File: config.mk
export PLATFORM = sky130hd
export DESIGN_NAME = multdiv_unit
export DESIGN_NICKNAME = d
export VERILOG_FILES = /design/src/rtl/multdiv_unit_pkg.sv /design/src/rtl/multdiv_unit_booth_recoder.sv /design/src/rtl/multdiv_unit.sv
export SDC_FILE = /design/constraint.sdc
export NUM_CORES = 1
export LEC_CHECK = 0
export BUFFER_PORTS_ARGS = -buffer_cell sky130_fd_sc_hd__buf_2
export CORE_ASPECT_RATIO = 2
export CORE_MARGIN = 1
export CORE_UTILIZATION = 60
export DETAILED_ROUTE_END_ITERATION = 16
export PLACE_DENSITY = 0.79
export SYNTH_ARGS = -nofsm -noshare
export SYNTH_HDL_FRONTEND = slang
export SYNTH_SLANG_ARGS = --single-unit
File: constraint.sdc
create_clock -name clock -period 7.8 [get_ports clock]
set_input_delay 1.56 -clock clock [delete_from_list [all_inputs] [get_ports clock]]
set_output_delay 1.56 -clock clock [all_outputs]
set_load 0.005 [all_outputs]
File: src/rtl/multdiv_unit_pkg.sv
// Shared definitions for the sequential multiply/divide unit: FSM state
// encodings, default iteration counts and the most-negative operand value.
package multdiv_unit_pkg;

   typedef enum logic [1:0] {
      ST_IDLE = 2'd0,
      ST_MULT = 2'd1,
      ST_DIV  = 2'd2,
      ST_DONE = 2'd3
   } state_t;

   localparam int DEF_WIDTH      = 32;
   localparam int DEF_MULT_ITERS = DEF_WIDTH / 2;
   localparam int DEF_DIV_ITERS  = DEF_WIDTH;

   localparam logic [DEF_WIDTH-1:0] INT_MIN = {1'b1, {(DEF_WIDTH-1){1'b0}}};

endpackage

File: src/rtl/multdiv_unit_booth_recoder.sv
// Radix-4 Booth recoder: maps a 3-bit multiplier window onto the
// partial-product selects {neg, two, zero} for 0, +-A, +-2A.
module booth_recoder
   import multdiv_unit_pkg::*;
(
   input  logic [2:0] bits,
   output logic       neg,
   output logic       two,
   output logic       zero
);

   assign neg  = bits[2] & ~(bits[1] & bits[0]);
   assign two  = (bits[2] & ~bits[1] & ~bits[0]) | (~bits[2] & bits[1] & bits[0]);
   assign zero = (bits == 3'b000) | (bits == 3'b111);

endmodule

File: src/rtl/multdiv_unit.sv
// Sequential signed multiply (radix-4 Booth, two bits per cycle) and
// non-restoring divide (one quotient bit per cycle) for MULT/DIV.
module multdiv_unit
   import multdiv_unit_pkg::*;
#(
   parameter int WIDTH      = DEF_WIDTH,
   parameter int MULT_ITERS = WIDTH / 2,
   parameter int DIV_ITERS  = WIDTH
) (
   input  logic             clock,
   input  logic             reset,
   input  logic [WIDTH-1:0] data_operandA,
   input  logic [WIDTH-1:0] data_operandB,
   input  logic             ctrl_MULT,
   input  logic             ctrl_DIV,
   output logic [WIDTH-1:0] data_result,
   output logic             data_exception,
   output logic             data_resultRDY,
   output logic             busy
);

   localparam int MAX_ITERS = (MULT_ITERS > DIV_ITERS) ? MULT_ITERS : DIV_ITERS;
   localparam int CW        = $clog2(MAX_ITERS + 1);
   localparam logic [WIDTH-1:0] MIN_VAL  = {1'b1, {(WIDTH-1){1'b0}}};
   localparam logic [WIDTH-1:0] MINUS_1  = '1;

   state_t           state, state_nx;
   logic [CW-1:0]    cnt;
   logic [WIDTH+1:0] opnd;      // sign-extended A (mult) or |B| (div)
   logic [WIDTH+1:0] hi;        // accumulator high part / partial remainder
   logic [WIDTH-1:0] lo;        // multiplier / dividend, shifted out as result bits shift in
   logic             prev;
   logic             neg_q;
   logic             special;

   logic             start_mult, start_div, mult_last, div_last, finalize;
   logic             b_neg, b_two, b_zero;
   logic [WIDTH+1:0] pp_mag, pp, hi_sum, rem_sh, rem_nx;
   logic [WIDTH-1:0] abs_a, abs_b, q_signed;
   logic [2*WIDTH-1:0] product;

   booth_recoder u_booth (
      .bits ({lo[1:0], prev}),
      .neg  (b_neg),
      .two  (b_two),
      .zero (b_zero)
   );

   // NOTE: every signal written here gets a default first, so no path
   // through the block leaves one unassigned and no latch is inferred.
   always_comb begin
      state_nx   = state;
      start_mult = 1'b0;
      start_div  = 1'b0;
      mult_last  = (state == ST_MULT) && (cnt == CW'(MULT_ITERS));
      div_last   = (state == ST_DIV) && (special || cnt == CW'(DIV_ITERS));
      finalize   = mult_last | div_last;
      busy       = (state == ST_MULT) || (state == ST_DIV);
      unique case (state)
         ST_IDLE, ST_DONE: begin
            start_mult = ctrl_MULT;
            start_div  = ctrl_DIV & ~ctrl_MULT;
            if (start_mult)     state_nx = ST_MULT;
            else if (start_div) state_nx = ST_DIV;
            else                state_nx = ST_IDLE;
         end
         ST_MULT: if (mult_last) state_nx = ST_DONE;
         ST_DIV:  if (div_last)  state_nx = ST_DONE;
         default: state_nx = ST_IDLE;
      endcase
   end

   // NOTE: sequential state uses non-blocking assignments so every register
   // samples pre-edge values regardless of statement order.
   always_ff @(posedge clock or posedge reset) begin
      if (reset) state <= ST_IDLE;
      else       state <= state_nx;
   end

   assign pp_mag  = b_zero ? '0 : (b_two ? {opnd[WIDTH:0], 1'b0} : opnd);
   assign pp      = b_neg ? -pp_mag : pp_mag;
   assign hi_sum  = hi + pp;
   assign product = {hi[WIDTH-1:0], lo};

   assign rem_sh   = {hi[WIDTH:0], lo[WIDTH-1]};
   assign rem_nx   = hi[WIDTH+1] ? rem_sh + opnd : rem_sh - opnd;
   assign q_signed = neg_q ? -lo : lo;

   // Magnitude of the most-negative value wraps to itself, which is correct unsigned.
   assign abs_a = data_operandA[WIDTH-1] ? -data_operandA : data_operandA;
   assign abs_b = data_operandB[WIDTH-1] ? -data_operandB : data_operandB;

   always_ff @(posedge clock or posedge reset) begin
      if (reset) begin
         cnt            <= '0;
         opnd           <= '0;
         hi             <= '0;
         lo             <= '0;
         prev           <= 1'b0;
         neg_q          <= 1'b0;
         special        <= 1'b0;
         data_result    <= '0;
         data_exception <= 1'b0;
         data_resultRDY <= 1'b0;
      end else begin
         data_resultRDY <= finalize;
         if (start_mult) begin
            opnd    <= {{2{data_operandA[WIDTH-1]}}, data_operandA};
            hi      <= '0;
            lo      <= data_operandB;
            prev    <= 1'b0;
            cnt     <= '0;
            neg_q   <= 1'b0;
            special <= 1'b0;
         end else if (start_div) begin
            opnd  <= {2'b00, abs_b};
            hi    <= '0;
            prev  <= 1'b0;
            cnt   <= '0;
            neg_q <= data_operandA[WIDTH-1] ^ data_operandB[WIDTH-1];
            if (data_operandB == '0) begin
               special <= 1'b1;
               lo      <= '0;
            end else if (data_operandA == MIN_VAL && data_operandB == MINUS_1) begin
               special <= 1'b1;
               lo      <= MIN_VAL;
            end else begin
               special <= 1'b0;
               lo      <= abs_a;
            end
         end else if (state == ST_MULT) begin
            if (mult_last) begin
               data_result    <= product[WIDTH-1:0];
               data_exception <= ~((&product[2*WIDTH-1:WIDTH-1]) | ~(|product[2*WIDTH-1:WIDTH-1]));
            end else begin
               hi   <= {{2{hi_sum[WIDTH+1]}}, hi_sum[WIDTH+1:2]};
               lo   <= {hi_sum[1:0], lo[WIDTH-1:2]};
               prev <= lo[1];
               cnt  <= cnt + 1'b1;
            end
         end else if (state == ST_DIV) begin
            if (special) begin
               data_result    <= lo;
               data_exception <= 1'b1;
            end else if (div_last) begin
               data_result    <= q_signed;
               data_exception <= 1'b0;
            end else begin
               hi  <= rem_nx;
               lo  <= {lo[WIDTH-2:0], ~rem_nx[WIDTH+1]};
               cnt <= cnt + 1'b1;
            end
         end
      end
   end

endmodule
==> metrics.yaml, run 1 <==
status:
  outcome: "finished clean"
route:
  drtIter0Drc: 1063
  wirelength_um: 47800
  avgRoutedWirePerCell_um: 22.2
  vias_per_cell: 6.76
  detail-route-antenna-nets: 0
  first_pass_iters: 5
  vias: 14600
  drcViolationCount: 0
timing:
  final-setup-viol-count: 0
  period_needed_ns: 6.47
  relSlewSlack: 0.329
  fin_skew_ns: 0.00858
  grt_setup_unrepaired: "no"
  fmax_ghz: 0.154
  timing.final.hold_violations: 0
  worst_pin_slew_ns: 1.00
  whs_ns: 0.477
  finalCritPeriodShare: 0.830
  maxSlewViolCount: 0
  setup_tns_ns: 0
  setup_ws_ns: 1.33
clocking:
  cts_tree: "done"
  cts_sinks: 144
  h-tree-depth: 4
  clk_latency_ns: 0.46
  post_cts_buffers: 0
  post_cts_resized: 0
  root_buffer: "clkbuf_16"
  cts_buffers: 17
  cts_buffer_depth: 2
  postCtsHoldBufs: 0
  clk_pin_slew_ns: 0.06
worst_setup_path:
  worst-setup-path-type: "flop to flop"
  cp_common_cell: "ha_1"
  cp_slowest_cell: "dfrtp_1"
  critPathMaxFanout: 28
  endpoint_kind: "flop"
  critical_path_arrival_ns: 6.81
  path_cells: "inv_1 > ha_1 > mux2i_2 > buf_4 > mux2i_1 > nand4_2 > a211oi_2 > a31oi_1 > or3_1 > nand2b_1 > a31o_2 > ha_1 > and4_1 > nand3_1 > a2111oi_0 > nor2_1 > o21ai_0 > a311oi_1 > o32ai_1 > xnor2_1 > a221o_1"
  crit_family: "compound AO/OA/AOI/OAI gates"
  critPathBufInv: 2
  worst_setup_path_start_kind: "flop"
  cp.required_ns: 8.13
  slowest_delay_ns: 0.53
floorplan:
  ios: 103
  floorplan.rows: 79
  core_area_um2: 23200
  die_y_um: 220
  die-width_um: 111
  initial_utilization: 0.611
  dieArea_um2: 24300
synth:
  synth_seq_cells: 144
  synth.area.top_cells: "dfrtp_1 25%, ha_1 7.0%, xor2_1 6.6%, o21ai_0 6.6%, xnor2_1 5.6%"
  avgSynthCellArea_um2: 7.74
  yosysTopAreaCellShare: 0.254
  synth_top_area_cell: "dfrtp_1"
  syn_inst: 1835
  synth-seq-area-share: 0.254
  synth_most_common_cell: "o21ai_0"
  synth_nets: 1985
  synth_edf_count: 0
  async_flop_share: 1.00
  netlist_top_cells_count: "186 x o21ai_0, 184 x nand2_1, 158 x a21oi_1"
  synth.distinct_cells: 74
  syn_area_um2: 14200
  yosysWarningCount: 0
  synth_ff_type: "dfrtp_1"
min_path:
  hold_class: "flop to flop"
placement:
  io_buffers: 102
  gp_congestion: 0.975
  post-dp-hpwl_um: 36400
  post-place-ws_ns: 1.53
global_route:
  grt_pass1_wl_um: 74200
  grt_max_degree: 100
  overflow: 0
  grt_use_total: 0.390
  first_global_vias: 14100
  antenna_found_initial: 1
layout:
  diodes: 0
  num-nets-final: 2009
  syn2layout_area_growth_pct: 8.40
  layout-drive-gt1-share: 0.103
flow_run:
  drv_cap: 0
[per-stage QoR]
| stage | area (µm²) | util | std cells |
|---|---|---|---|
| after floorplan | 14200 | - | 1835 |
| after global placement | 14800 | 0.638 | 2123 |
| after detailed placement | 14800 | 0.638 | 2123 |
| after CTS | 15400 | 0.663 | 2155 |
| after global routing | 15400 | 0.663 | 2155 |
| final | 15400 | 0.663 | 2155 |
[path summary, 6_finish.rpt]
check                          startpoint             end  slack, ns  depth (start not counted)
setup / recovery                    lo[0]          hi[31]       1.33                         21
hold / removal             data_result[4]  data_result[4]       0.48                          2
max in group asynchronous           reset          hi[15]       5.38                          3
setup reg to reg                    lo[0]          hi[31]       1.33                         21
min in group asynchronous           reset  data_result[9]       1.26                          2
hold reg to reg            data_result[4]  data_result[4]       0.48                          2
[worst min-delay path, stage by stage, from the launching register on]
cell and delay (ns):
dfrtp_1 0.34, nand2_1 0.05, o21ai_0 0.06
[cell usage in the layout, fill, tap and decap left out, types with 9 or more instances in the layout]
cell / n
buf_4: 20
xnor2_1: 91
or4_1: 16
a221oi_1: 26
nand3_1: 35
nor4_1: 25
a22oi_1: 36
xor2_1: 107
o21ai_0: 186
ha_1: 79
o21a_1: 9
o211ai_1: 12
nand2_1: 183
dfrtp_1: 144
buf_2: 102
mux2i_1: 46
a21oi_1: 157
o21bai_1: 13
a21o_1: 30
inv_1: 40
and2_1: 9
o31ai_1: 21
nand2b_1: 17
nor2_1: 143
nor2b_1: 12
nand4_1: 33
o41ai_1: 16
clkbuf_16: 17
or3_1: 21
nor3_1: 63
a31oi_1: 20
and3_1: 9
[layer usage]
| layer | share of wire | GRT usage |
|---|---|---|
| met5 | 0 | 0 |
| met4 | 0.076 | 0.304 |
| met3 | 0.058 | 0.0580 |
| met2 | 0.52 | 0.724 |
| met1 | 0.34 | 0.387 |
[area by class of cell]
cell class                      instances  area, µm²
Clock inverter                         13        136
Sequential cell                       144       3600
Clock buffer                           19        443
Timing Repair Buffer                  122        661
Fill cell                            2085       7840
Tap cell                              283        354
Inverter                               41        159
Multi-Input combinational cell       1533      10000
[logic make-up after synthesis]
family          Yosys count  share of synthesized area
flops                   144                      0.254
buf+inv                 158                     0.0423
fa+ha+maj                82                     0.0733
mux                      54                     0.0396
compound gates          594                      0.262
simple gates            605                      0.206
xor+xnor                198                      0.122
[flip-flops by register name, indices dropped and copies added (netlist names)]
name and cells:
neg_q 1, cnt 6, data_exception 1, data_resultRDY 1, hi 34, opnd 33, lo 32, data_result 32
prev 1, special 1, state 2
Power of run 1 is left out: the tool's default activity adds up to more than one toggle a clock period on the data nets, which glitch-free logic cannot reach.
==> inputs of run 2 (changes only) <==
- ABC_AREA: not set -> 1
- CORE_UTILIZATION: 60 -> 57
- clock period: 7.8 -> 5.9 ns (I/O delays scaled with it)
==> run 2 against run 1 <==
- the flow now stops in global routing
- synthesized cell count increased by 34%
- area after synthesis increased by 9.9%
==> metrics.yaml, run 2 <==
clocking:
  post_cts_buffers: 0  # unchanged
  cts_buffer_depth: 2  # unchanged
  cts_sinks: 144  # unchanged
  postCtsHoldBufs: 0  # unchanged
  root_buffer: "clkbuf_16"
  post_cts_resized: 0  # unchanged
  h-tree-depth: 4  # unchanged
  cts_buffers: 17  # unchanged
synth:
  syn_inst: 2463  # +34%
  synth_top_family_by_area: "simple AND/OR/NAND/NOR gates"
  synth.distinct_cells: 55  # -26%
  netlist_top_cells_count: "562 x nand2_1, 286 x inv_1, 255 x nor2_1"
  avgSynthCellArea_um2: 6.34  # -18%
  synthAdderAreaFrac: 0.0667  # -0.00661
  synth_ff_type: "dfrtp_1"
  synth_nets: 2613  # +32%
  synth_edf_count: 0  # unchanged
  synth_seq_cells: 144  # unchanged
  synth_most_common_cell: "nand2_1"
  syn_area_um2: 15600  # +9.9%
  yosys.area_share.xor_xnor: 0.0668  # -0.0553
  synth.area.top_cells: "dfrtp_1 23%, nand2_1 14%, o21ai_0 7.2%, inv_1 6.9%, ha_1 6.4%"
  synth.mux.area_fraction: 0.000722  # -0.0388
  yosysWarningCount: 0  # unchanged
  yosysTopAreaCellShare: 0.231  # -0.0229
  async_flop_share: 1.00  # unchanged
  synth_top_area_cell: "dfrtp_1"
  synthSimpleGateAreaFrac: 0.334  # +0.128
  synth_compound_area_frac: 0.207  # -0.0558
  synth-seq-area-share: 0.231  # -0.0229
floorplan:
  die-width_um: 119  # +7.4%
  floorplan.rows: 85  # +7.6%
  initial_utilization: 0.580  # -0.0313
  ios: 103  # unchanged
  die_y_um: 236  # +7.5%
global_route:
  grt_max_degree: 96
  grt_use_total: 0.541
  first_global_vias: 19900
  grt_pass1_wl_um: 114000
  overflow: 2
status:
  error_line: "[ERROR GRT-0116] Global routing finished with congestion. Check the congestion regions in the DRC Viewer."
  outcome: "stopped before the end"
  lastStage: "global routing"
placement:
  io_buffers: 102  # unchanged
  post-dp-hpwl_um: 55300  # +52%
  postPlaceCellArea_um2: 16400  # +11%
  gp_congestion: 1.07  # +9.8%
  post-place-ws_ns: 0.483  # -1.05 ns
[run 2: per-stage QoR]
stage               hold slack, ns  cells
CTS                          0.486   2879
detailed placement           0.469   2848
global placement             0.463   2848
floorplan                    0.453   2463
[run 2: layer usage]
metal  GRT overflow  track usage
met5              0       0.0107
met4              0        0.658
met3              0        0.182
met2              2        0.870
met1              0        0.482
[run 2: cells by family after synthesis]
logic type	after synthesis
and+or+nand+nor	1190
AOI/OAI and AO/OA	548
buffers and inverters	379
DFF	144
xor gates and xnor gates	119
adders and majority gates	82
muxes	1
==> inputs of run 3 (changes only) <==
- CORE_ASPECT_RATIO: 2 -> not set
- CORE_UTILIZATION: 57 -> 40
- PLACE_DENSITY: 0.79 -> not set
- PLACE_DENSITY_LB_ADDON: not set -> 0.15
- clock period: 5.9 -> 7.65 ns (I/O delays scaled with it)
==> run 3 against run 2 <==
- synthesized cell count stayed put
- area after synthesis did not move
- the run now ends clean
==> metrics.yaml, run 3 <==
status:
  outcome: "finished clean"
clocking:
  cts_sinks: 144  # unchanged
  post_cts_resized: 0  # unchanged
  cts_buffer_depth: 2  # unchanged
  postCtsHoldBufs: 0  # unchanged
  h-tree-depth: 4  # unchanged
  cts_buffers: 17  # unchanged
  root_buffer: "clkbuf_16"
  clk_pin_slew_ns: 0.07
  cts_tree: "done"
  clk_latency_ns: 0.46
  post_cts_buffers: 0  # unchanged
route:
  first_pass_iters: 6
  vias: 17500
  drcViolationCount: 0
  drtIter0Drc: 1823
  detail-route-antenna-nets: 0
  wirelength_um: 64400
  avgRoutedWirePerCell_um: 21.3
  vias_per_cell: 5.77
min_path:
  holdCritStartpoint: "data_result[25]"
  holdPathStages: 2
  hold_class: "flop to flop"
  hold_path_end: "data_result[25]"
layout:
  syn2layout_area_growth_pct: 9.36
  reg_top3: "hi: 34 flops, opnd: 33 flops"
  layout_commonest_cell: "nand2_1"
  fillers: 4199
  top_register: "hi"
  mostFrequentLayoutCells: "562 x nand2_1, 285 x inv_1, 253 x nor2_1, 226 x o21ai_0, 186 x nand3_1"
  largest_register_ffs: 34
  num-nets-final: 2656
  layout-drive-gt1-share: 0.0814
  layout.area.seq_um2: 3600
  multiInputGateArea_um2: 10600
worst_setup_path:
  slowest_delay_ns: 0.45
  rr_worst_depth: 32
  r2r_end: "hi[31]"
  endpoint_kind: "flop"
  critPathBufInv: 5
  reg2reg_setup_slack_ns: 2.45
  cp_slowest_cell: "ha_1"
  critical_path_arrival_ns: 5.54
  cp_common_cell: "nand2_1"
  worst_setup_path_start_kind: "flop"
  crit_family: "simple AND/OR/NAND/NOR gates"
  critPathMaxFanout: 11
  cp.required_ns: 7.99
  worst-setup-path-type: "flop to flop"
  r2r_start: "lo[0]"
global_route:
  grt_max_degree: 98
  overflow: 0
  antenna_found_initial: 0
  grt_use_total: 0.329
  grt_pass1_wl_um: 98600
  first_global_vias: 16800
placement:
  gp_congestion: 1.02  # -4.6%
  post-dp-hpwl_um: 51100  # -7.6%
  io_buffers: 102  # unchanged
timing:
  maxSlewViolCount: 0
  period_needed_ns: 5.20
  final-setup-viol-count: 0
  worst_pin_slew_ns: 1.14
  relSlewSlack: 0.237
  timing.final.hold_violations: 0
  fin_skew_ns: 0.0137
  setup_tns_ns: 0
  finalCritPeriodShare: 0.680
  fmax_ghz: 0.192
  grt_setup_unrepaired: "no"
synth:
  synth.distinct_cells: 55  # unchanged
  netlist_top_cells_count: "562 x nand2_1, 286 x inv_1, 255 x nor2_1"
  synth_top_area_cell: "dfrtp_1"
  synth_ff_type: "dfrtp_1"
  syn_area_um2: 15600  # unchanged
  synth_most_common_cell: "nand2_1"
  syn_inst: 2463  # unchanged
  avgSynthCellArea_um2: 6.34  # unchanged
  yosysWarningCount: 0  # unchanged
  synth_nets: 2613  # unchanged
  async_flop_share: 1.00  # unchanged
  synth_edf_count: 0  # unchanged
  synth.area.top_cells: "dfrtp_1 23%, nand2_1 14%, o21ai_0 7.2%, inv_1 6.9%, ha_1 6.4%"
  synth_seq_cells: 144  # unchanged
  synth-seq-area-share: 0.231  # unchanged
  yosysTopAreaCellShare: 0.231  # unchanged
flow_run:
  drv_cap: 0
floorplan:
  ios: 103  # unchanged
  initial_utilization: 0.410  # -0.170
  floorplan.rows: 71  # -16%
  core_area_um2: 38000
  die_y_um: 200  # -15%
  die-width_um: 200  # +68%
  dieArea_um2: 39800
run 3: area by class of cell:
| cell class | instances | share of cell area |
|---|---|---|
| clock buffer | 17 | 0.0249 |
| clock inverter | 15 | 0.00858 |
| inverter | 292 | 0.0645 |
| tap | 511 | 0.0375 |
| timing repair buffer | 111 | 0.0339 |
| sequential | 144 | 0.211 |
| multi-input combinational | 1940 | 0.619 |
| antenna | 1 | 0.000147 |
run 3: worst max path at each step:
| stage | cells after the start | from | slack [ns] | end |
|---|---|---|---|---|
| global placement | 32 | lo[0] | 2.57 | hi[33] |
| detailed placement | 32 | lo[0] | 2.49 | hi[33] |
| floorplan | 1 | reset | 2.25 | cnt[0] |
| CTS | 32 | lo[0] | 2.46 | hi[33] |
| finish | 32 | lo[0] | 2.45 | hi[31] |
| global route | 32 | lo[0] | 1.90 | hi[33] |
run 3: cells by family after synthesis:
group / count (synthesis) / share of synthesized area
fa+ha+maj: 82 / 0.0667
simple gates: 1190 / 0.334
compound gates: 548 / 0.207
buf+inv: 379 / 0.0938
xor+xnor: 119 / 0.0668
flops: 144 / 0.231
mux: 1 / 0.000722
run 3: stage by stage:
stage / hold WS [ns] / cells / util / setup WS [ns] / cell area [µm²]
3_5_place_dp: 0.467 / 2998 / 0.434 / 2.49 / 16500
4_1_cts: 0.489 / 3030 / 0.449 / 2.46 / 17100
2_1_floorplan: 0.453 / 2463 / - / 2.25 / 15600
6_report: 0.480 / 3031 / 0.449 / 2.45 / 17100
3_3_place_gp: 0.463 / 2998 / 0.434 / 2.57 / 16500
5_1_grt: 0.509 / 3030 / 0.449 / 1.90 / 17100
run 3: worst min-delay path, cell delays in order, from the launching register on:
cell     delay [ns]
dfrtp_1        0.35
nand2_1        0.05
nand2_1        0.05
run 3: layer usage:
metal	wire, µm	up-vias	GRT usage
met3	3490	144	0.0354
li1	-	8445	-
met5	0	-	0
met1	26800	8250	0.408
met4	3090	0	0.159
met2	31100	639	0.568
Power of run 3 is left out for the same reason.
